===== config.mk =====
export PLATFORM = sky130hd
export DESIGN_NAME = pong_pixel_compositor
export DESIGN_NICKNAME = d
export VERILOG_FILES = /design/src/rtl/pong_pkg.sv /design/src/rtl/pong_rect_hit.sv /design/src/rtl/pong_pixel_compositor.sv
export SDC_FILE = /design/constraint.sdc
export NUM_CORES = 1
export LEC_CHECK = 0
export CORE_MARGIN = 3
export CORE_UTILIZATION = 40
export CTS_CLUSTER_DIAMETER = 50
export DETAILED_ROUTE_END_ITERATION = 8
export PLACE_DENSITY = 0.59
export SETUP_SLACK_MARGIN = 0.3
export SYNTH_ARGS = -nofsm -noshare
export SYNTH_HDL_FRONTEND = slang
export SYNTH_SLANG_ARGS = --single-unit

===== constraint.sdc =====
create_clock -name clk -period 6.3 [get_ports clk]
set_clock_uncertainty 0.2 [all_clocks]
set_input_delay 0.945 -clock clk [delete_from_list [all_inputs] [get_ports clk]]
set_output_delay 0.945 -clock clk [all_outputs]
set_load 0.02 [all_outputs]

===== src/rtl/pong_pkg.sv =====
// Shared constants for the Pong video path: default widths, per-class colours
// and the compositing priority classes.
package pong_pkg;

    localparam int COORD_W_DEF = 10;
    localparam int SIZE_W_DEF  = 8;
    localparam int COLOR_W_DEF = 3;

    localparam logic [COLOR_W_DEF-1:0] C_BG   = 3'd0;
    localparam logic [COLOR_W_DEF-1:0] C_WALL = 3'd1;
    localparam logic [COLOR_W_DEF-1:0] C_PAD0 = 3'd2;
    localparam logic [COLOR_W_DEF-1:0] C_PAD1 = 3'd3;
    localparam logic [COLOR_W_DEF-1:0] C_PADN = 3'd5;
    localparam logic [COLOR_W_DEF-1:0] C_BALL = 3'd7;

    // Ordered lowest to highest priority.
    typedef enum logic [1:0] {
        PRI_BG   = 2'd0,
        PRI_WALL = 2'd1,
        PRI_PAD  = 2'd2,
        PRI_BALL = 2'd3
    } pri_e;

    function automatic logic [COLOR_W_DEF-1:0] class_color(pri_e cls, int pad_idx);
        logic [COLOR_W_DEF-1:0] c;
        c = C_BG;
        case (cls)
            PRI_BALL: c = C_BALL;
            PRI_PAD:  c = (pad_idx == 0) ? C_PAD0 : (pad_idx == 1) ? C_PAD1 : C_PADN;
            PRI_WALL: c = C_WALL;
            default:  c = C_BG;
        endcase
        return c;
    endfunction

endpackage


===== src/rtl/pong_rect_hit.sv =====
// Combinational axis-aligned rectangle hit test; bounds are summed one bit
// wider than the coordinates so objects near the right/bottom edge never wrap.
module pong_rect_hit #(
    parameter int COORD_W = 10,
    parameter int SIZE_W  = 8
) (
    input  logic [COORD_W-1:0] xpix_i,
    input  logic [COORD_W-1:0] ypix_i,
    input  logic [COORD_W-1:0] x_obj_i,
    input  logic [COORD_W-1:0] y_obj_i,
    input  logic [SIZE_W-1:0]  w_i,
    input  logic [SIZE_W-1:0]  h_i,
    output logic               hit_o
);

    logic [COORD_W:0] x_end;
    logic [COORD_W:0] y_end;
    logic             in_x;
    logic             in_y;

    assign x_end = {1'b0, x_obj_i} + {{(COORD_W+1-SIZE_W){1'b0}}, w_i};
    assign y_end = {1'b0, y_obj_i} + {{(COORD_W+1-SIZE_W){1'b0}}, h_i};

    assign in_x  = (xpix_i >= x_obj_i) && ({1'b0, xpix_i} < x_end);
    assign in_y  = (ypix_i >= y_obj_i) && ({1'b0, ypix_i} < y_end);
    assign hit_o = (w_i != '0) && (h_i != '0) && in_x && in_y;

endmodule


===== src/rtl/pong_pixel_compositor.sv =====
// Two-stage pixel compositor: per-frame shadowed geometry, object hit tests,
// then fixed-priority colour selection (ball > paddles > wall > background).
module pong_pixel_compositor
    import pong_pkg::*;
#(
    parameter int N_PADDLES  = 2,
    parameter int COORD_W    = COORD_W_DEF,
    parameter int SIZE_W     = SIZE_W_DEF,
    parameter int COLOR_W    = COLOR_W_DEF,
    parameter int WALL_T     = 4,
    parameter int BLINK_LOG2 = 4
) (
    input  logic                           clk,
    input  logic                           rst,
    input  logic                           frame_start,
    input  logic                           pix_valid_in,
    input  logic [COORD_W-1:0]             xpix,
    input  logic [COORD_W-1:0]             ypix,
    input  logic [COORD_W-1:0]             y_floor,
    input  logic [COORD_W-1:0]             y_ceil,
    input  logic [COORD_W-1:0]             x_lwall,
    input  logic [COORD_W-1:0]             x_rwall,
    input  logic [COORD_W-1:0]             x_ball,
    input  logic [COORD_W-1:0]             y_ball,
    input  logic [SIZE_W-1:0]              h_ball,
    input  logic [SIZE_W-1:0]              w_ball,
    input  logic [N_PADDLES*COORD_W-1:0]   x_pad,
    input  logic [N_PADDLES*COORD_W-1:0]   y_pad,
    input  logic [SIZE_W-1:0]              h_pad,
    input  logic [SIZE_W-1:0]              w_pad,
    input  logic                           blink_en,
    output logic                           pix_valid_out,
    output logic                           pix_on,
    output logic [COLOR_W-1:0]             pix_color,
    output logic [N_PADDLES+1:0]           hit_mask
);

    localparam int HW = N_PADDLES + 2;
    localparam logic [COORD_W:0] WALL_EXT = (COORD_W+1)'(WALL_T);

    logic [COORD_W-1:0]           y_floor_q, y_ceil_q, x_lwall_q, x_rwall_q;
    logic [COORD_W-1:0]           x_ball_q, y_ball_q;
    logic [SIZE_W-1:0]            h_ball_q, w_ball_q, h_pad_q, w_pad_q;
    logic [N_PADDLES*COORD_W-1:0] x_pad_q, y_pad_q;
    logic                         blink_q;
    logic [BLINK_LOG2-1:0]        frame_cnt_q;

    // Geometry only changes during vertical blank so a frame is drawn from one consistent snapshot.
    always_ff @(posedge clk) begin
        if (rst) begin
            y_floor_q   <= '0;
            y_ceil_q    <= '0;
            x_lwall_q   <= '0;
            x_rwall_q   <= '0;
            x_ball_q    <= '0;
            y_ball_q    <= '0;
            h_ball_q    <= '0;
            w_ball_q    <= '0;
            x_pad_q     <= '0;
            y_pad_q     <= '0;
            h_pad_q     <= '0;
            w_pad_q     <= '0;
            blink_q     <= 1'b0;
            frame_cnt_q <= '0;
        end else if (frame_start) begin
            y_floor_q   <= y_floor;
            y_ceil_q    <= y_ceil;
            x_lwall_q   <= x_lwall;
            x_rwall_q   <= x_rwall;
            x_ball_q    <= x_ball;
            y_ball_q    <= y_ball;
            h_ball_q    <= h_ball;
            w_ball_q    <= w_ball;
            x_pad_q     <= x_pad;
            y_pad_q     <= y_pad;
            h_pad_q     <= h_pad;
            w_pad_q     <= w_pad;
            blink_q     <= blink_en;
            frame_cnt_q <= frame_cnt_q + 1'b1;
        end
    end

    logic [N_PADDLES:0] rect_hit;

    pong_rect_hit #(.COORD_W(COORD_W), .SIZE_W(SIZE_W)) u_ball_hit (
        .xpix_i (xpix),
        .ypix_i (ypix),
        .x_obj_i(x_ball_q),
        .y_obj_i(y_ball_q),
        .w_i    (w_ball_q),
        .h_i    (h_ball_q),
        .hit_o  (rect_hit[0])
    );

    for (genvar i = 0; i < N_PADDLES; i++) begin : g_pad
        pong_rect_hit #(.COORD_W(COORD_W), .SIZE_W(SIZE_W)) u_pad_hit (
            .xpix_i (xpix),
            .ypix_i (ypix),
            .x_obj_i(x_pad_q[i*COORD_W +: COORD_W]),
            .y_obj_i(y_pad_q[i*COORD_W +: COORD_W]),
            .w_i    (w_pad_q),
            .h_i    (h_pad_q),
            .hit_o  (rect_hit[i+1])
        );
    end

    logic [COORD_W:0] x_ext, y_ext;
    logic             in_box, in_band, wall_hit, ball_vis;

    assign x_ext  = {1'b0, xpix};
    assign y_ext  = {1'b0, ypix};
    assign in_box = (xpix >= x_lwall_q) && (xpix <= x_rwall_q) &&
                    (ypix >= y_ceil_q)  && (ypix <= y_floor_q);
    // Far-side bands are tested as pix+T > edge, which clamps at 0 without underflow.
    assign in_band = (y_ext < ({1'b0, y_ceil_q} + WALL_EXT))   ||
                     ((y_ext + WALL_EXT) > {1'b0, y_floor_q})  ||
                     (x_ext < ({1'b0, x_lwall_q} + WALL_EXT))  ||
                     ((x_ext + WALL_EXT) > {1'b0, x_rwall_q});
    assign wall_hit = in_box && in_band;
    // A hidden ball drops out of hit_mask as well, keeping pix_on == |hit_mask.
    assign ball_vis = !(blink_q && frame_cnt_q[BLINK_LOG2-1]);

    logic [HW-1:0] s1_hit_d, s1_hit_q;
    logic          s1_valid_q;

    assign s1_hit_d = pix_valid_in ? {wall_hit, rect_hit[N_PADDLES:1], rect_hit[0] & ball_vis}
                                   : '0;

    pri_e               cls;
    int                 pad_idx;
    logic [COLOR_W-1:0] color_d;

    always_comb begin
        cls     = PRI_BG;
        pad_idx = 0;
        if (s1_hit_q[HW-1]) cls = PRI_WALL;
        for (int i = N_PADDLES - 1; i >= 0; i--) begin
            if (s1_hit_q[i+1]) begin
                cls     = PRI_PAD;
                pad_idx = i;
            end
        end
        if (s1_hit_q[0]) cls = PRI_BALL;
        color_d = COLOR_W'(class_color(cls, pad_idx));
    end

    always_ff @(posedge clk) begin
        if (rst) begin
            s1_hit_q      <= '0;
            s1_valid_q    <= 1'b0;
            pix_valid_out <= 1'b0;
            pix_on        <= 1'b0;
            pix_color     <= '0;
            hit_mask      <= '0;
        end else begin
            s1_hit_q      <= s1_hit_d;
            s1_valid_q    <= pix_valid_in;
            pix_valid_out <= s1_valid_q;
            pix_on        <= |s1_hit_q;
            pix_color     <= color_d;
            hit_mask      <= s1_hit_q;
        end
    end

endmodule


# Word level (Yosys, flattened, before mapping)
# Index checks and enable logic that the tools add are counted.
totals:
  register_bits: 151
  input_bits: 157
  output_inout_bits: 9
  word_cells: 96
classes:
  addsub: 11
  order_cmp: 20
  n_eq_ne: 4
  muxes: 9
  bitwise: 2
  reduce_logical: 30
ops:
  columns: ["operator", "count"]
  rows:
  - ["10-bit by 11-bit less-than comparator with 1-bit output", 8]
  - ["10-bit >= comparator", 8]
  - ["10-bit by 8-bit adder with 11-bit output", 6]
  - ["10-bit by 3-bit adder with 11-bit output, second input constant", 4]
  - ["32-bit by 2-bit equality test with 1-bit output, second input constant", 1]
  - ["32-bit logical NOT", 1]
  - ["32-bit 2-to-1 mux", 1]
  - ["8-bit nonzero test", 4]
  - ["11-bit by 10-bit > comparator with 1-bit output", 2]
  - ["10-bit <= comparator", 2]
  - ["1-bit logical AND", 19]
  - ["3-bit one-hot mux with 3 select lines", 1]
  - ["2-bit 2-to-1 mux", 3]
  - ["3-bit 2-to-1 mux", 2]
  - ["4-bit by 1-bit adder with 4-bit output, second input constant", 1]
  - ["2-bit equality test, second input constant", 2]
  - ["4-bit OR reduction", 1]
  - ["1-bit logical OR", 3]
  - ["2-bit by 1-bit equality test with 1-bit output, second input constant", 1]
  - ["1-bit 2-to-1 mux", 2]
  - ["2-bit OR reduction", 1]
  - ["1-bit bitwise AND", 1]
  - ["1-bit logical NOT", 1]
  - ["1-bit NOT", 1]

# Depth between registers and ports, before layout
depth:
  word_depth: 6
  depth_mapped: 15
  mapped_depth_nobuf: 15

# Modules after synthesis
# Synthesis repeated with hierarchy kept, for this count alone.
hier_totals:
  cells_unflattened: 1381
  area_unflattened_um2: 12094.1
modules_own_cells:
  columns: ["module", "instances", "cells_each", "area_each_um2", "seq_area_each_um2"]
  rows:
  - ["pong_pixel_compositor", 1, 768, 7327.0, 3022.9]
  - ["pong_rect_hit (g_pad[1].u_pad_hit ...)", 2, 204, 1587.8, 0.0]
  - ["pong_rect_hit (g_pad[0].u_pad_hit)", 1, 205, 1591.5, 0.0]

# Least setup slack after synthesis
# Ideal clock, no wire load.
synth_timing:
  kind: "register -> register"
  from: "register w_ball_q[0]"
  to: "register s1_hit_q[0]"
  setup_time_ns: 0.087
  t_arrival_ns: 3.283
  setup_slack_ns: 2.730
  stages_incl_launch_ff: 16
  path_buffers: 0
  period_less_slack_ns: 3.570
  path_cell_list: "dfxtp_1 -> ha_1 -> fa_1 -> a21oi_1 -> nor2_1 -> o311a_1 -> nor4_1 -> nor2_1 -> xnor2_1 -> ha_1 -> a21o_1 -> a2111oi_0 -> o211ai_1 -> and2_1 -> o41a_1 -> nor4b_2"
synth_via:
  elab_chain_len: 6
  elab_cells_between_ends: 8
  cone_classes: "add/sub: 1; order compare: 1; bitwise: 1; reduce/logical: 5"
synth_rtl:
  columns: ["element", "line", "source"]
  rows:
  - ["start, declared", "pong_pixel_compositor.sv:43", "logic [SIZE_W-1:0] h_ball_q, w_ball_q, h_pad_q, w_pad_q;"]
  - ["start signal, assigned", "pong_pixel_compositor.sv:73", "w_ball_q <= w_ball;"]
  - ["10-bit by 8-bit adder with 11-bit output", "pong_rect_hit.sv:21", "assign x_end = {1'b0, x_obj_i} + {{(COORD_W+1-SIZE_W){1'b0}}, w_i};"]
  - ["10-bit by 11-bit less-than comparator with 1-bit output", "pong_rect_hit.sv:24", "assign in_x = (xpix_i >= x_obj_i) && ({1'b0, xpix_i} < x_end);"]
  - ["1-bit logical AND", "pong_rect_hit.sv:24", null]
  - ["1-bit logical AND (*) (2 in series)", "pong_rect_hit.sv:26", "assign hit_o = (w_i != '0) && (h_i != '0) && in_x && in_y;"]
  - ["1-bit bitwise AND (*)", "pong_pixel_compositor.sv:126", "assign s1_hit_d = pix_valid_in ? {wall_hit, rect_hit[N_PADDLES:1], rect_hit[0] & ball_vis}"]
  - ["end signal, assigned", "pong_pixel_compositor.sv:156", "s1_hit_q <= s1_hit_d;"]
  - ["end, declared", "pong_pixel_compositor.sv:123", "logic [HW-1:0] s1_hit_d, s1_hit_q;"]
# Every way passes the cells marked *; elsewhere a longest branch is shown, timed or not.
# A chain may end at the register's enable or synchronous reset.

# Final worst setup path
layout_timing:
  from: "input port xpix[3]"
  to: "register s1_hit_q[3]"
layout_via:
  elab_chain_len: 5
  elab_cells_between_ends: 11
  cone_classes: "add/sub: 1; order compare: 4; reduce/logical: 6"
layout_rtl:
  columns: ["element", "line", "source"]
  rows:
  - ["start, declared", "pong_pixel_compositor.sv:17", "input logic [COORD_W-1:0] xpix,"]
  - ["branches (longest 4 deep; another with 10-bit by 3-bit adder with 11-bit output)", null, null]
  - ["1-bit logical AND (*)", "pong_pixel_compositor.sv:119", "assign wall_hit = in_box && in_band;"]
# Every way passes the cells marked *.

==> flow_summary.ini <==
[sta]
max_slew_margin_pct = 44.0
drv_slew = 0
fin_crit_sh_pct = 67.5
hold_viol = 0
fin_crit_ns = 4.25
grt_setup_unrepaired = false
tns_ns = 0
max_freq_mhz = 235
worst_pin_slew_ns = 0.840
setup_viol = 0

[global_route]
grt_pass1_vias = 9888
grt_antenna_before_repair = 0
grt_start_max_net_pins = 80
grt_usage_pct = 19.6
grt_pass1_wl_um = 50000
grt_overflow_total = 0

[clocking]
cts_sinks = 151
cts-resized-gates = 0
cts.path.max_buffers = 2
cts_buffers = 17
clkLatencyLatePin_ns = 0.43
cts.reportedPaths.clkPinSlew_ns = 0.06
cts_root_buf = clkbuf_16
cts_tree = done
cts_post_setup_buffers_inserted = 0
htreeDepth = 4
cts_hold_buffers = 0

[finish]
fillCellCount = 2780
drive_gt1_share_pct = 3.28
synthToLayoutAreaGrowth_pct = 22.6
layout.nets = 1914
stdcell_area_um2 = 14700
diodes = 0

[drt]
ant_nets = 0
drc = 0
num_vias = 9977
wl_per_cell_um = 16.3
drt_first_iter_violations = 401
wl_um = 31100
firstDrtPassIters = 4
via_per_inst = 5.23

[critical_path]
crit_chain = clkdlybuf4s50_1 > ha_1 > nand3_1 > nor2_1 > xor2_1 > ha_1 > a21o_1 > a21o_1 > a2111oi_0 > a21oi_1 > a2111oi_0 > nor3_1
worstSetupEndpointType = flop
worstPathArrival_ns = 4.36
critPathLaunch = xpix[3]
r2r-start = w_ball_q[0]$_SDFFE_PP0P_
critPathMaxStageDelay_ns = 0.92
crit_fanout = 12
worstPathRequired_ns = 6.40
crit_type = input port to flop
timing.rr.end = s1_hit_q[0]$_SDFF_PP0_
slowest_stage = clkdlybuf4s50_1
r2r_setup_slack_ns = 2.28
r2r_cells = 15
cp_top_family = compound AO/OA/AOI/OAI gates
start_kind = input port
crit_buf_inv = 1

[logic_synthesis]
ys_warn_count = 0
yosysSeqAreaShare_pct = 25.3
synthFlopType = dfxtp_1
synth_seq_cells = 151
synth_edf_count = 0
synth_most_common_cell = ha_1
ys_types = 66
synth_top_area_share_pct = 25.3
yosys-top-cells-count = 239 x ha_1, 173 x nor2_1, 151 x dfxtp_1
synth_largest_area_cell = dfxtp_1
synth_cells = 1356
avgSynthCellArea_um2 = 8.82
syn_area_um2 = 12000
async_reset_ff_share_pct = 0
synth_area_leaders = dfxtp_1 25%, ha_1 25%, mux2i_1 11%
syn_nets = 1758

[job]
cap_violations = 0

[placed_design]
dp_hpwl_um = 24400
gp_congestion = 0.843
port_buffers = 165
place_area_um2 = 14000

[die]
rows = 62
start_util_pct = 41.1
core-area_um2 = 29100
die_area_um2 = 32000
num_io_pins = 166
die_w_um = 179
die_y_um = 179

[min_path]
min_to = pix_valid_out$_SDFF_PP0_
hp-start = s1_valid_q$_SDFF_PP0_
min_path_type = flop to flop
hold_depth = 1

[power_and_ir_drop]
power.leakage_nw = 6.59
power_density_nw_per_um2 = 203
ir_drop_mv = 0.190

[status]
status = complete, no violations
layout make-up:
type,count,area (um^2),area share (%)
repair buffers,171,1700,11.6
multi-input cells,1059,8380,57.2
inverters,112,420,2.87
clock inverters,14,221,1.51
well taps,384,480,3.28
clock buffers,18,439,3.00
flip-flops and latches,151,3020,20.6
worst reg2reg max path: cells and delay by family, from the launching register on:
| family | cells | cell delay [ns] |
|---|---|---|
| flops | 1 | 0.32 |
| xor+xnor | 1 | 0.21 |
| fa+ha+maj | 3 | 0.91 |
| simple gates | 5 | 0.92 |
| compound gates | 6 | 1.36 |
metrics by stage:
step / setup slack, ns / hold slack (ns) / total power [mW] / utilization (%) / std cells
2_1_floorplan: 2.73 / 0.214 / 1.54 / - / 1356
3_3_place_gp: 1.67 / 0.222 / 1.80 / 48.1 / 1877
4_1_cts: 2.01 / 0.244 / 3.01 / 50.4 / 1909
3_5_place_dp: 1.59 / 0.229 / 1.82 / 48.1 / 1877
6_report: 2.05 / 0.241 / 2.97 / 50.4 / 1909
5_1_grt: 1.91 / 0.257 / 3.15 / 50.4 / 1909
placed cells by master, fill, tap and decap left out, types with 5 or more instances in the layout:
cell type,count
inv_1,110
o211ai_1,11
nor3_1,22
nand3_1,38
a211oi_1,12
mux2i_1,135
nand2b_1,14
a31oi_1,6
o21bai_1,7
o21ai_0,33
a21oi_1,73
nand4_1,9
bufinv_16,5
nor4_1,9
ha_1,239
o21ai_1,11
nor2_1,173
o21a_1,13
clkbuf_16,17
nor2b_1,22
buf_4,7
dfxtp_1,151
nand2_1,44
fa_1,6
a2111oi_0,5
xor2_1,28
a41oi_1,8
clkdlybuf4s50_1,163
xnor2_1,45
a21o_1,32
kinds of logic (layout without fill, tap and decap cells):
family	count (synthesis)	count (layout)	synth area share [%]
buf+inv	146	315	4.66
xor+xnor	73	73	5.34
mux	135	135	11.3
fa+ha+maj	245	245	26.0
flops	151	151	25.3
compound gates	244	244	13.4
simple gates	362	362	14.0
registers in the layout (all words and copies together) (netlist names), 3 cells and up:
name,cells
frame_cnt_q,4
h_ball_q,8
h_pad_q,8
hit_mask,4
pix_color,3
s1_hit_q,4
w_ball_q,8
w_pad_q,8
x_ball_q,10
x_lwall_q,10
x_pad_q,20
x_rwall_q,10
y_ball_q,10
y_ceil_q,10
y_floor_q,10
y_pad_q,20
power by group:
group	switching, mW	internal [mW]	total (mW)
sequential	0.0596	1.01	1.07
combinational	0.363	0.364	0.727
clock	0.456	0.719	1.17
total	0.878	2.09	2.97
worst max path at each step:
stage               slack [ns]  depth (start not counted)                endpoint
floorplan                 2.73                         15  s1_hit_q[0]$_SDFF_PP0_
global placement          1.67                         12  s1_hit_q[3]$_SDFF_PP0_
detailed placement        1.59                         12  s1_hit_q[3]$_SDFF_PP0_
CTS                       2.01                         12  s1_hit_q[3]$_SDFF_PP0_
global route              1.91                         15  s1_hit_q[0]$_SDFF_PP0_
finish                    2.05                         12  s1_hit_q[3]$_SDFF_PP0_
per-layer routing:
layer	vias up	GRT usage [%]	routed length, um
met4	0	4.45	267
met2	160	33.2	14600
met3	18	3.30	1400
met1	4649	26.1	14900
li1	5150	-	-
met5	-	0	0
(Power assumes the default switching activity.)
